File: src/rtl/cc40_pkg.sv
// cc40_pkg: shared types and constants for the CC-40 command scheduler.
//   state_e          - scheduler FSM states
//   CC40_HDR/PAD     - fixed header and pad bytes of a CC-40 frame
//   CC40_FRAME_LEN   - bytes per frame
//   cc40_frame_byte  - byte idx of the frame {HDR, cmd, PAD, arg}
package cc40_pkg;

    typedef enum logic [1:0] {
        IDLE = 2'd0,
        SEND = 2'd1,
        GAP  = 2'd2
    } state_e;

    localparam logic [7:0]  CC40_HDR       = 8'd50;
    localparam logic [7:0]  CC40_PAD       = 8'd0;
    localparam int unsigned CC40_FRAME_LEN = 4;

    function automatic logic [7:0] cc40_frame_byte(input logic [1:0] idx,
                                                   input logic [7:0] cmd,
                                                   input logic [7:0] arg);
        logic [7:0] b;
        case (idx)
            2'd0:    b = CC40_HDR;
            2'd1:    b = cmd;
            2'd2:    b = CC40_PAD;
            default: b = arg;
        endcase
        return b;
    endfunction

endpackage

File: src/rtl/cc40_rr_arbiter.sv
// cc40_rr_arbiter: combinational round-robin pick among pending requesters.
//   pend  in  NREQ        pending flags
//   ptr   in  clog2(NREQ) highest-priority index for this pick
//   en    in  1           enable; grant is all-zero when low
//   grant out NREQ        one-hot winner (zero when nothing pending or disabled)
//   idx   out clog2(NREQ) binary index of the winner (0 when no grant)
module cc40_rr_arbiter #(
    parameter int unsigned NREQ = 2
) (
    input  logic [NREQ-1:0]         pend,
    input  logic [$clog2(NREQ)-1:0] ptr,
    input  logic                    en,
    output logic [NREQ-1:0]         grant,
    output logic [$clog2(NREQ)-1:0] idx
);

    localparam int unsigned PW = $clog2(NREQ);

    logic          found;
    int unsigned   cand;
    logic [PW-1:0] cand_idx;

    // Walk upward from ptr with wrap; the first pending slot wins.
    always_comb begin
        grant    = '0;
        idx      = '0;
        found    = 1'b0;
        cand     = 0;
        cand_idx = '0;
        for (int unsigned off = 0; off < NREQ; off++) begin
            cand     = (32'(ptr) + off) % NREQ;
            cand_idx = PW'(cand);
            if (en && !found && pend[cand_idx]) begin
                found           = 1'b1;
                grant[cand_idx] = 1'b1;
                idx             = cand_idx;
            end
        end
    end

endmodule

File: src/rtl/cc40_cmd_scheduler.sv
// cc40_cmd_scheduler: shares the CC-40 commutator link between NREQ command sources.
// Each source's strobed command is latched as pending; a round-robin arbiter picks one,
// its 4-byte frame {50, cmd, 0, arg} is sent over a valid/ready byte link, and a fixed
// idle gap follows every frame, whether it completed or was aborted on a stall timeout.
//   clk, rst      clock, asynchronous active-high reset
//   req_i         per-source one-cycle request strobes
//   cmd_i, arg_i  per-source command/argument bytes, slice i = [8i+7:8i]
//   tx_valid, tx_ready, tx_data, tx_last   byte link to the CC-40 transmitter
//   grant_o       one-hot owner of the frame being sent (0 outside SEND)
//   busy          scheduler not idle
//   abort_o       one-cycle pulse when a frame is dropped on timeout
//   overrun_cnt   saturating count of requests that overwrote a pending one
module cc40_cmd_scheduler
    import cc40_pkg::*;
#(
    parameter int unsigned NREQ           = 2,
    parameter int unsigned GAP_CYCLES     = 20,
    parameter int unsigned TIMEOUT_CYCLES = 1023
) (
    input  logic              clk,
    input  logic              rst,
    input  logic [NREQ-1:0]   req_i,
    input  logic [8*NREQ-1:0] cmd_i,
    input  logic [8*NREQ-1:0] arg_i,
    output logic              tx_valid,
    input  logic              tx_ready,
    output logic [7:0]        tx_data,
    output logic              tx_last,
    output logic [NREQ-1:0]   grant_o,
    output logic              busy,
    output logic              abort_o,
    output logic [7:0]        overrun_cnt
);

    localparam int unsigned PW = $clog2(NREQ);
    localparam int unsigned TW = $clog2(TIMEOUT_CYCLES + 1);
    localparam int unsigned GW = $clog2(GAP_CYCLES + 1);

    localparam logic [1:0]    LAST_IDX = 2'(CC40_FRAME_LEN - 1);
    localparam logic [PW-1:0] LAST_REQ = PW'(NREQ - 1);
    localparam logic [TW-1:0] TO_LIMIT = TW'(TIMEOUT_CYCLES - 1);
    localparam logic [GW-1:0] GAP_LOAD = GW'(GAP_CYCLES);

    // Request capture
    logic [NREQ-1:0] pend_q, pend_d;
    logic [7:0]      cmd_q [NREQ];
    logic [7:0]      arg_q [NREQ];
    logic [3:0]      n_ovr;
    logic [8:0]      ovr_sum;
    logic [7:0]      ovr_d;

    // Arbitration / framing
    state_e          state_q;
    logic [PW-1:0]   ptr_q;
    logic [1:0]      idx_q;
    logic [7:0]      fcmd_q, farg_q;
    logic [TW-1:0]   to_q;
    logic [GW-1:0]   gap_q;

    logic            arb_en;
    logic [NREQ-1:0] arb_grant;
    logic [PW-1:0]   arb_idx;

    assign arb_en = (state_q == IDLE);

    cc40_rr_arbiter #(
        .NREQ (NREQ)
    ) u_arb (
        .pend  (pend_q),
        .ptr   (ptr_q),
        .en    (arb_en),
        .grant (arb_grant),
        .idx   (arb_idx)
    );

    // A strobe landing on the same clock as its grant re-arms pend and is not an overrun.
    always_comb begin
        pend_d = (pend_q & ~arb_grant) | req_i;
        n_ovr  = '0;
        for (int unsigned i = 0; i < NREQ; i++) begin
            if (req_i[i] && pend_q[i] && !arb_grant[i]) begin
                n_ovr = n_ovr + 4'd1;
            end
        end
        ovr_sum = {1'b0, overrun_cnt} + 9'(n_ovr);
        ovr_d   = ovr_sum[8] ? 8'hFF : ovr_sum[7:0];
    end

    always_ff @(posedge clk or posedge rst) begin
        if (rst) begin
            pend_q      <= '0;
            overrun_cnt <= '0;
            for (int unsigned i = 0; i < NREQ; i++) begin
                cmd_q[i] <= '0;
                arg_q[i] <= '0;
            end
        end else begin
            pend_q      <= pend_d;
            overrun_cnt <= ovr_d;
            for (int unsigned i = 0; i < NREQ; i++) begin
                if (req_i[i]) begin
                    cmd_q[i] <= cmd_i[8*i +: 8];
                    arg_q[i] <= arg_i[8*i +: 8];
                end
            end
        end
    end

    // Scheduler FSM with registered link outputs.
    always_ff @(posedge clk or posedge rst) begin
        if (rst) begin
            state_q  <= IDLE;
            ptr_q    <= '0;
            idx_q    <= '0;
            fcmd_q   <= '0;
            farg_q   <= '0;
            to_q     <= '0;
            gap_q    <= '0;
            tx_valid <= 1'b0;
            tx_data  <= '0;
            tx_last  <= 1'b0;
            grant_o  <= '0;
            busy     <= 1'b0;
            abort_o  <= 1'b0;
        end else begin
            abort_o <= 1'b0;
            unique case (state_q)
                IDLE: begin
                    if (|arb_grant) begin
                        state_q  <= SEND;
                        fcmd_q   <= cmd_q[arb_idx];
                        farg_q   <= arg_q[arb_idx];
                        ptr_q    <= (arb_idx == LAST_REQ) ? '0 : arb_idx + 1'b1;
                        idx_q    <= '0;
                        to_q     <= '0;
                        tx_valid <= 1'b1;
                        tx_data  <= CC40_HDR;
                        tx_last  <= 1'b0;
                        grant_o  <= arb_grant;
                        busy     <= 1'b1;
                    end
                end
                SEND: begin
                    if (tx_ready) begin
                        to_q <= '0;
                        if (idx_q == LAST_IDX) begin
                            state_q  <= GAP;
                            gap_q    <= GAP_LOAD;
                            tx_valid <= 1'b0;
                            tx_data  <= '0;
                            tx_last  <= 1'b0;
                            grant_o  <= '0;
                        end else begin
                            idx_q   <= idx_q + 2'd1;
                            tx_data <= cc40_frame_byte(idx_q + 2'd1, fcmd_q, farg_q);
                            tx_last <= (idx_q + 2'd1 == LAST_IDX);
                        end
                    end else if (to_q == TO_LIMIT) begin
                        // This stalled clock is number TIMEOUT_CYCLES: drop the frame.
                        abort_o  <= 1'b1;
                        state_q  <= GAP;
                        gap_q    <= GAP_LOAD;
                        tx_valid <= 1'b0;
                        tx_data  <= '0;
                        tx_last  <= 1'b0;
                        grant_o  <= '0;
                    end else begin
                        to_q <= to_q + 1'b1;
                    end
                end
                GAP: begin
                    gap_q <= gap_q - 1'b1;
                    if (gap_q == GW'(1)) begin
                        state_q <= IDLE;
                        busy    <= 1'b0;
                    end
                end
                default: begin
                    state_q <= IDLE;
                    busy    <= 1'b0;
                end
            endcase
        end
    end

endmodule

File: config.mk
export PLATFORM = sky130hd
export DESIGN_NAME = cc40_cmd_scheduler
export DESIGN_NICKNAME = d
export VERILOG_FILES = /design/src/rtl/cc40_pkg.sv /design/src/rtl/cc40_rr_arbiter.sv /design/src/rtl/cc40_cmd_scheduler.sv
export SDC_FILE = /design/constraint.sdc
export NUM_CORES = 1
export LEC_CHECK = 0
export CAP_MARGIN = 10
export CORE_UTILIZATION = 25
export CTS_BUF_LIST = sky130_fd_sc_hd__clkbuf_4
export DETAILED_ROUTE_END_ITERATION = 7
export GPL_TIMING_DRIVEN = 1
export PLACE_DENSITY = 0.44
export SLEW_MARGIN = 20
export SYNTH_ARGS = -nofsm -noshare
export SYNTH_HDL_FRONTEND = slang
export SYNTH_SLANG_ARGS = --single-unit
File: constraint.sdc
create_clock -name clk -period 3.3 [get_ports clk]
set_clock_uncertainty 0.2 [all_clocks]
set_input_delay 0.495 -clock clk [delete_from_list [all_inputs] [get_ports clk]]
set_output_delay 0.495 -clock clk [all_outputs]
set_load 0.005 [all_outputs]
# Yosys cells after proc, flatten, opt, wreduce, memory -nomap -nowiden
# Cells that the tools add are included.
[classes] n_reduce_logical=25 mux=66 n_addsub=7 magnitude_cmp=5 n_eq_ne=15 bitwise=6
[ops] cell="two-way mux 8 bit" n=11
[ops] cell="two-way mux 10 bit" n=3
[ops] cell="two-way mux 2 bit" n=14
[ops] cell="one-hot mux 8 bit (3 select lines)" n=1
[ops] cell="two-way mux 1 bit" n=22
[ops] cell="one-hot mux 10 bit (2 select lines)" n=1
[ops] cell="one-hot mux 8 bit (2 select lines)" n=1
[ops] cell="two-way mux 5 bit" n=3
[ops] cell="AND reduction 3 bit" n=4
[ops] cell="AND reduction 4 bit" n=3
[ops] cell="adder 10 x 1 -> 10 bit, second input constant" n=1
[ops] cell="== test 10 bit, second input constant" n=1
[ops] cell="one-hot mux 5 bit (2 select lines)" n=1
[ops] cell="adder 8 x 4 -> 9 bit" n=1
[ops] cell="logical AND 1 bit" n=9
[ops] cell="inequality test 3 bit, second input constant" n=3
[ops] cell="== test 2 bit, second input constant" n=4
[ops] cell="inequality test 2 bit, second input constant" n=4
[ops] cell="one-hot mux 2 bit (2 select lines)" n=2
[ops] cell="one-hot mux 2 bit (3 select lines)" n=1
[ops] cell="== test 5 x 1 -> 1 bit, second input constant" n=1
[ops] cell="subtractor 5 x 1 -> 5 bit, second input constant" n=1
[ops] cell="adder 4 x 1 -> 4 bit, second input constant" n=1
[ops] cell="== test 2 x 1 -> 1 bit, second input constant" n=2
[ops] cell="other kinds (19)" n=29
[totals] register_bits=92 output_inout_bits=22 word_cells=143

# Logic depth before layout (Yosys ltp)
[logic_depth] ltp_word=15 ltp_mapped=13 depth_no_buf=11

# Hierarchy
# Synthesis repeated with hierarchy kept, for this count alone.
[hier_totals] hier_cells=374 hier_area_um2=4240.3
[modules_own_cells] module="cc40_cmd_scheduler" instances=1 cells_each=368 area_per_inst_um2=4214.0
[modules_own_cells] module="cc40_rr_arbiter" instances=1 cells_each=6 area_per_inst_um2=26.3

# Worst setup path after synthesis
# Ideal clock, no wire load.
[synth_timing] kind="register to register" from="reg state_q[1]" to="reg overrun_cnt[0]" period_less_slack_ns=2.970 path_stages_with_launch=14 t_arrival_ns=2.700 path_buffers=2 setup_slack_ns=0.330 cell_sequence="dfrtp_1 -> nor2_1 -> nand3_1 -> buf_2 -> buf_4 -> and3_1 -> ha_1 -> ha_1 -> inv_1 -> fa_1 -> nand2b_1 -> nor2_1 -> nand3_1 -> nand2b_1"
[synth_via] elab_chain_len=14 word_cells_on_any_way=18 cone_classes="2 x add/sub; 6 x mux; 1 x bitwise; 9 x reduce/logical"
[synth_lines] element="start, declared" line="cc40_cmd_scheduler.sv:53" rtl="state_e state_q;"
[synth_lines] element="start signal, assigned" line="cc40_cmd_scheduler.sv:112" rtl="state_q <= IDLE;"
[synth_lines] element="start signal, assigned" line="cc40_cmd_scheduler.sv:130" rtl="state_q <= SEND;"
[synth_lines] element="start signal, assigned" line="cc40_cmd_scheduler.sv:147" rtl="state_q <= GAP;"
[synth_lines] element="zero test 2 bit (*)" line="cc40_cmd_scheduler.sv:64" rtl="assign arb_en = (state_q == IDLE);"
[synth_lines] element="logical AND 1 bit" line="cc40_rr_arbiter.sv:33" rtl="if (en && !found && pend[cand_idx]) begin"
[synth_lines] element="two-way mux 1 bit" line="cc40_rr_arbiter.sv:33"
[synth_lines] element="zero test 1 bit" line="cc40_rr_arbiter.sv:33"
[synth_lines] element="logical AND 1 bit (2 in a row)" line="cc40_rr_arbiter.sv:33"
[synth_lines] element="two-way mux 2 bit (*)" line="cc40_rr_arbiter.sv:33"
[synth_lines] element="zero test 1 bit" line="cc40_cmd_scheduler.sv:81" rtl="if (req_i[i] && pend_q[i] && !arb_grant[i]) begin"
[synth_lines] element="logical AND 1 bit" line="cc40_cmd_scheduler.sv:81"
[synth_lines] element="two-way mux 1 bit" line="cc40_cmd_scheduler.sv:81"
[synth_lines] element="adder 4 x 1 -> 4 bit" line="cc40_cmd_scheduler.sv:82" rtl="n_ovr = n_ovr + 4'd1;"
[synth_lines] element="two-way mux 4 bit (*)" line="cc40_cmd_scheduler.sv:81"
[synth_lines] element="adder 8 x 4 -> 9 bit (*)" line="cc40_cmd_scheduler.sv:85" rtl="ovr_sum = {1'b0, overrun_cnt} + 9'(n_ovr);"
[synth_lines] element="two-way mux 8 bit (*)" line="cc40_cmd_scheduler.sv:86" rtl="ovr_d = ovr_sum[8] ? 8'hFF : ovr_sum[7:0];"
[synth_lines] element="via ovr_d[0]" line="cc40_cmd_scheduler.sv:50" rtl="logic [7:0] ovr_d;"
[synth_lines] element="end signal, assigned" line="cc40_cmd_scheduler.sv:99" rtl="overrun_cnt <= ovr_d;"
[synth_lines] element="end, declared" line="cc40_cmd_scheduler.sv:32" rtl="output logic [7:0] overrun_cnt"
# Mark *: on every way through the listed nets, which the timed path passes. The rest lies on a longest branch.
# A chain may end at the register's enable or synchronous reset.

# Worst setup path after layout
# Same ends and word-level chain as after synthesis.

==> impl_metrics.json <==
{
  "grt-ovfl-total": 0,
  "ir_drop_mv": 0.243,
  "p_sw_frac": 0.377,
  "cts_tree": "done",
  "die_h_um": 133,
  "place_congestion": 0.755,
  "p_per_area_nw_per_um2": 742,
  "crit_required_ns": 3.51,
  "crit_path_end_kind": "register",
  "post_cts_buffers": 0,
  "drv_cap": 0,
  "cp-start-kind": "register",
  "clockPowerShare": 0.170,
  "synth_simple_gate_area_frac": 0.140,
  "layout.nets": 477,
  "drtIter0Drc": 119,
  "hold_buffers": 0,
  "crit_arrival_ns": 3.23,
  "routed_wl_mm": 9.62,
  "final_cell_mix": "92 x dfrtp_1, 58 x clkdlybuf4s50_1, 44 x nand2_1",
  "synth.avg_cell_area_um2": 11.6,
  "die_w_um": 133,
  "synthDistinctLibCells": 55,
  "worstPathMaxFanout": 8,
  "numCtsBuffers": 9,
  "synth_top_family_by_area": "simple AND/OR/NAND/NOR gates",
  "grt_setup_unrepaired": "false",
  "h-tree-depth": 3,
  "wl_per_cell_um": 14.7,
  "drcViolationCount": 0,
  "p_leak_nw": 2.33,
  "cts-root-buf": "clkbuf_4",
  "firstDrtPassIters": 4,
  "area_delta_synth_final_pct": 23.1,
  "worstMarginPinSlew_ns": 0.769,
  "syn_inst": 367,
  "min_path_type": "in -> async",
  "ant_nets": 0,
  "drive_gt1_frac": 0.150,
  "crit_type": "reg -> reg",
  "clock-sinks": 92,
  "via_count": 2904,
  "setup_ws_ns": 0.278,
  "grt_pass1_vias": 3073,
  "grt_max_degree": 54,
  "fmax_ghz": 0.331,
  "clk_pin_slew_ns": 0.16,
  "pre_cts_ws_ns": 0.201,
  "synth_fa_ha_area_frac": 0.0399,
  "synth-edff-count": 0,
  "yosys-mux-area-fraction": 0.127,
  "clk_latency_ns": 0.47,
  "slew_headroom": 0.487,
  "clock_path_buffers": 2,
  "p_switching_mw": 1.47,
  "grt_pass1_wl_mm": 16.2,
  "hold_viol": 0,
  "final_common_cell": "dfrtp_1",
  "synth-compound-area-share": 0.109,
  "hpwl_mm": 6.73,
  "synth_area_um2": 4270,
  "antenna_found_initial": 1,
  "fin_crit_sh": 0.916,
  "finalSetupTns_ns": 0,
  "port_buffers": 58,
  "power.internal_mw": 2.43,
  "async_reset_ff_frac": 1.00,
  "total_power_mw": 3.90,
  "setup_viol": 0,
  "start_util": 0.256,
  "status": "finished, final reports clean",
  "yosysSeqAreaShare": 0.540,
  "ys.flop_type": "dfrtp_1",
  "pwr-share-seq": 0.441,
  "pin_count": 59,
  "rows": 47,
  "grt_use_total": 0.119,
  "combPwrFrac": 0.389,
  "dieArea_um2": 17600,
  "yosysWarnings": 0,
  "min_period_ns": 3.02,
  "synth_xor_area_frac": 0.0164,
  "synth-seq-cells": 92,
  "core_um2": 16600,
  "via_per_inst": 4.45,
  "syn-num-nets": 417,
  "slew_violations": 0
}
-- kinds of logic after synthesis --
logic type	count (synthesis)
compound gates	67
flops	92
buf+inv	26
fa+ha+maj	13
simple gates	111
mux	50
xor+xnor	8
-- stage by stage --
step / hold slack (ns) / cell area, um2 / std cells / util
after global routing: 0.251 / 5250 / 653 / 0.316
final: 0.223 / 5250 / 653 / 0.316
after detailed placement: 0.274 / 5100 / 636 / 0.307
after floorplan: 0.250 / 4270 / 367 / -
after global placement: 0.272 / 5100 / 636 / 0.307
after CTS: 0.229 / 5250 / 652 / 0.315
-- routing by layer --
metal / track usage / wire length [um] / vias up
met5: 0 / 0 / -
met4: 0.0594 / 209 / 0
met3: 0.0264 / 306 / 12
met2: 0.185 / 4420 / 39
met1: 0.156 / 4680 / 1422
li1: - / - / 1431
-- worst max-delay path, stage by stage, from the launching register on --
cell	delay [ns]
dfrtp_1	0.50
nor2_2	0.24
nand3_1	0.18
and3_1	0.23
ha_1	0.27
ha_1	0.15
inv_1	0.05
fa_1	0.42
nand2b_1	0.20
nor2_1	0.16
nand3_1	0.23
nand2b_1	0.14
-- cells in the mapped netlist (all sizes together), types with 5 or more instances --
| cell type | count | share of area |
|---|---|---|
| dfrtp | 92 | 0.54 |
| nand3 | 10 | 0.012 |
| mux2 | 34 | 0.090 |
| ha | 12 | 0.035 |
| a22o | 7 | 0.014 |
| and3 | 6 | 0.0088 |
| mux2i | 16 | 0.038 |
| buf | 7 | 0.011 |
| nor2b | 5 | 0.0073 |
| o21ai | 31 | 0.037 |
| nor3 | 10 | 0.012 |
| clkbuf | 7 | 0.0062 |
| a21oi | 8 | 0.0094 |
| nor2 | 9 | 0.0085 |
| nand2b | 7 | 0.010 |
| inv | 12 | 0.011 |
| nand2 | 44 | 0.039 |
-- registers in the layout (all words and copies together) (netlist names), 5 cells and up --
name,cells
arg_q,16
cmd_q,16
to_q,10
farg_q,8
fcmd_q,8
overrun_cnt,8
tx_data,8
gap_q,5
-- area by class of cell --
class	count	area (um2)
Fill cell	1675	11400
Sequential cell	92	2300
Multi-Input combinational cell	249	1850
Timing Repair Buffer	63	631
Tap cell	220	275
Clock inverter	7	76.3
Clock buffer	9	67.6
Inverter	12	46.3
Antenna cell	1	2.50
-- power groups by stage --
stage	logic (mW)	registers, mW	clock network (mW)
finish	1.51	1.72	0.663
global route	1.71	1.77	0.740
CTS	1.56	1.72	0.694
detailed placement	1.55	1.75	0
global placement	1.54	1.75	0
floorplan	1.02	1.69	0
-- path summary, 6_finish.rpt --
check | slack [ns] | to | start | cells after the start
worst max-delay path | 0.28 | overrun_cnt[0]$_DFF_PP0_ | state_q[1]$_DFFE_PP0P_ | 11
worst min-delay path | 0.22 | cmd_q[7]$_DFFE_PP0P_ | rst | 2
worst max register to register | 0.28 | overrun_cnt[0]$_DFF_PP0_ | state_q[1]$_DFFE_PP0P_ | 11
worst min register to register | 0.30 | fcmd_q[1]$_DFFE_PP0P_ | fcmd_q[1]$_DFFE_PP0P_ | 2
max in group asynchronous | 1.94 | to_q[6]$_DFFE_PP0P_ | rst | 3
min in group clk | 0.30 | fcmd_q[1]$_DFFE_PP0P_ | fcmd_q[1]$_DFFE_PP0P_ | 2
-- what timing repair did --
action / in CTS / in global routing
gates resized for setup: 0 / 1
endpoints found under the hold margin: 0 / 0
endpoints found under the setup margin: 0 / 6
(Power assumes the default switching activity.)
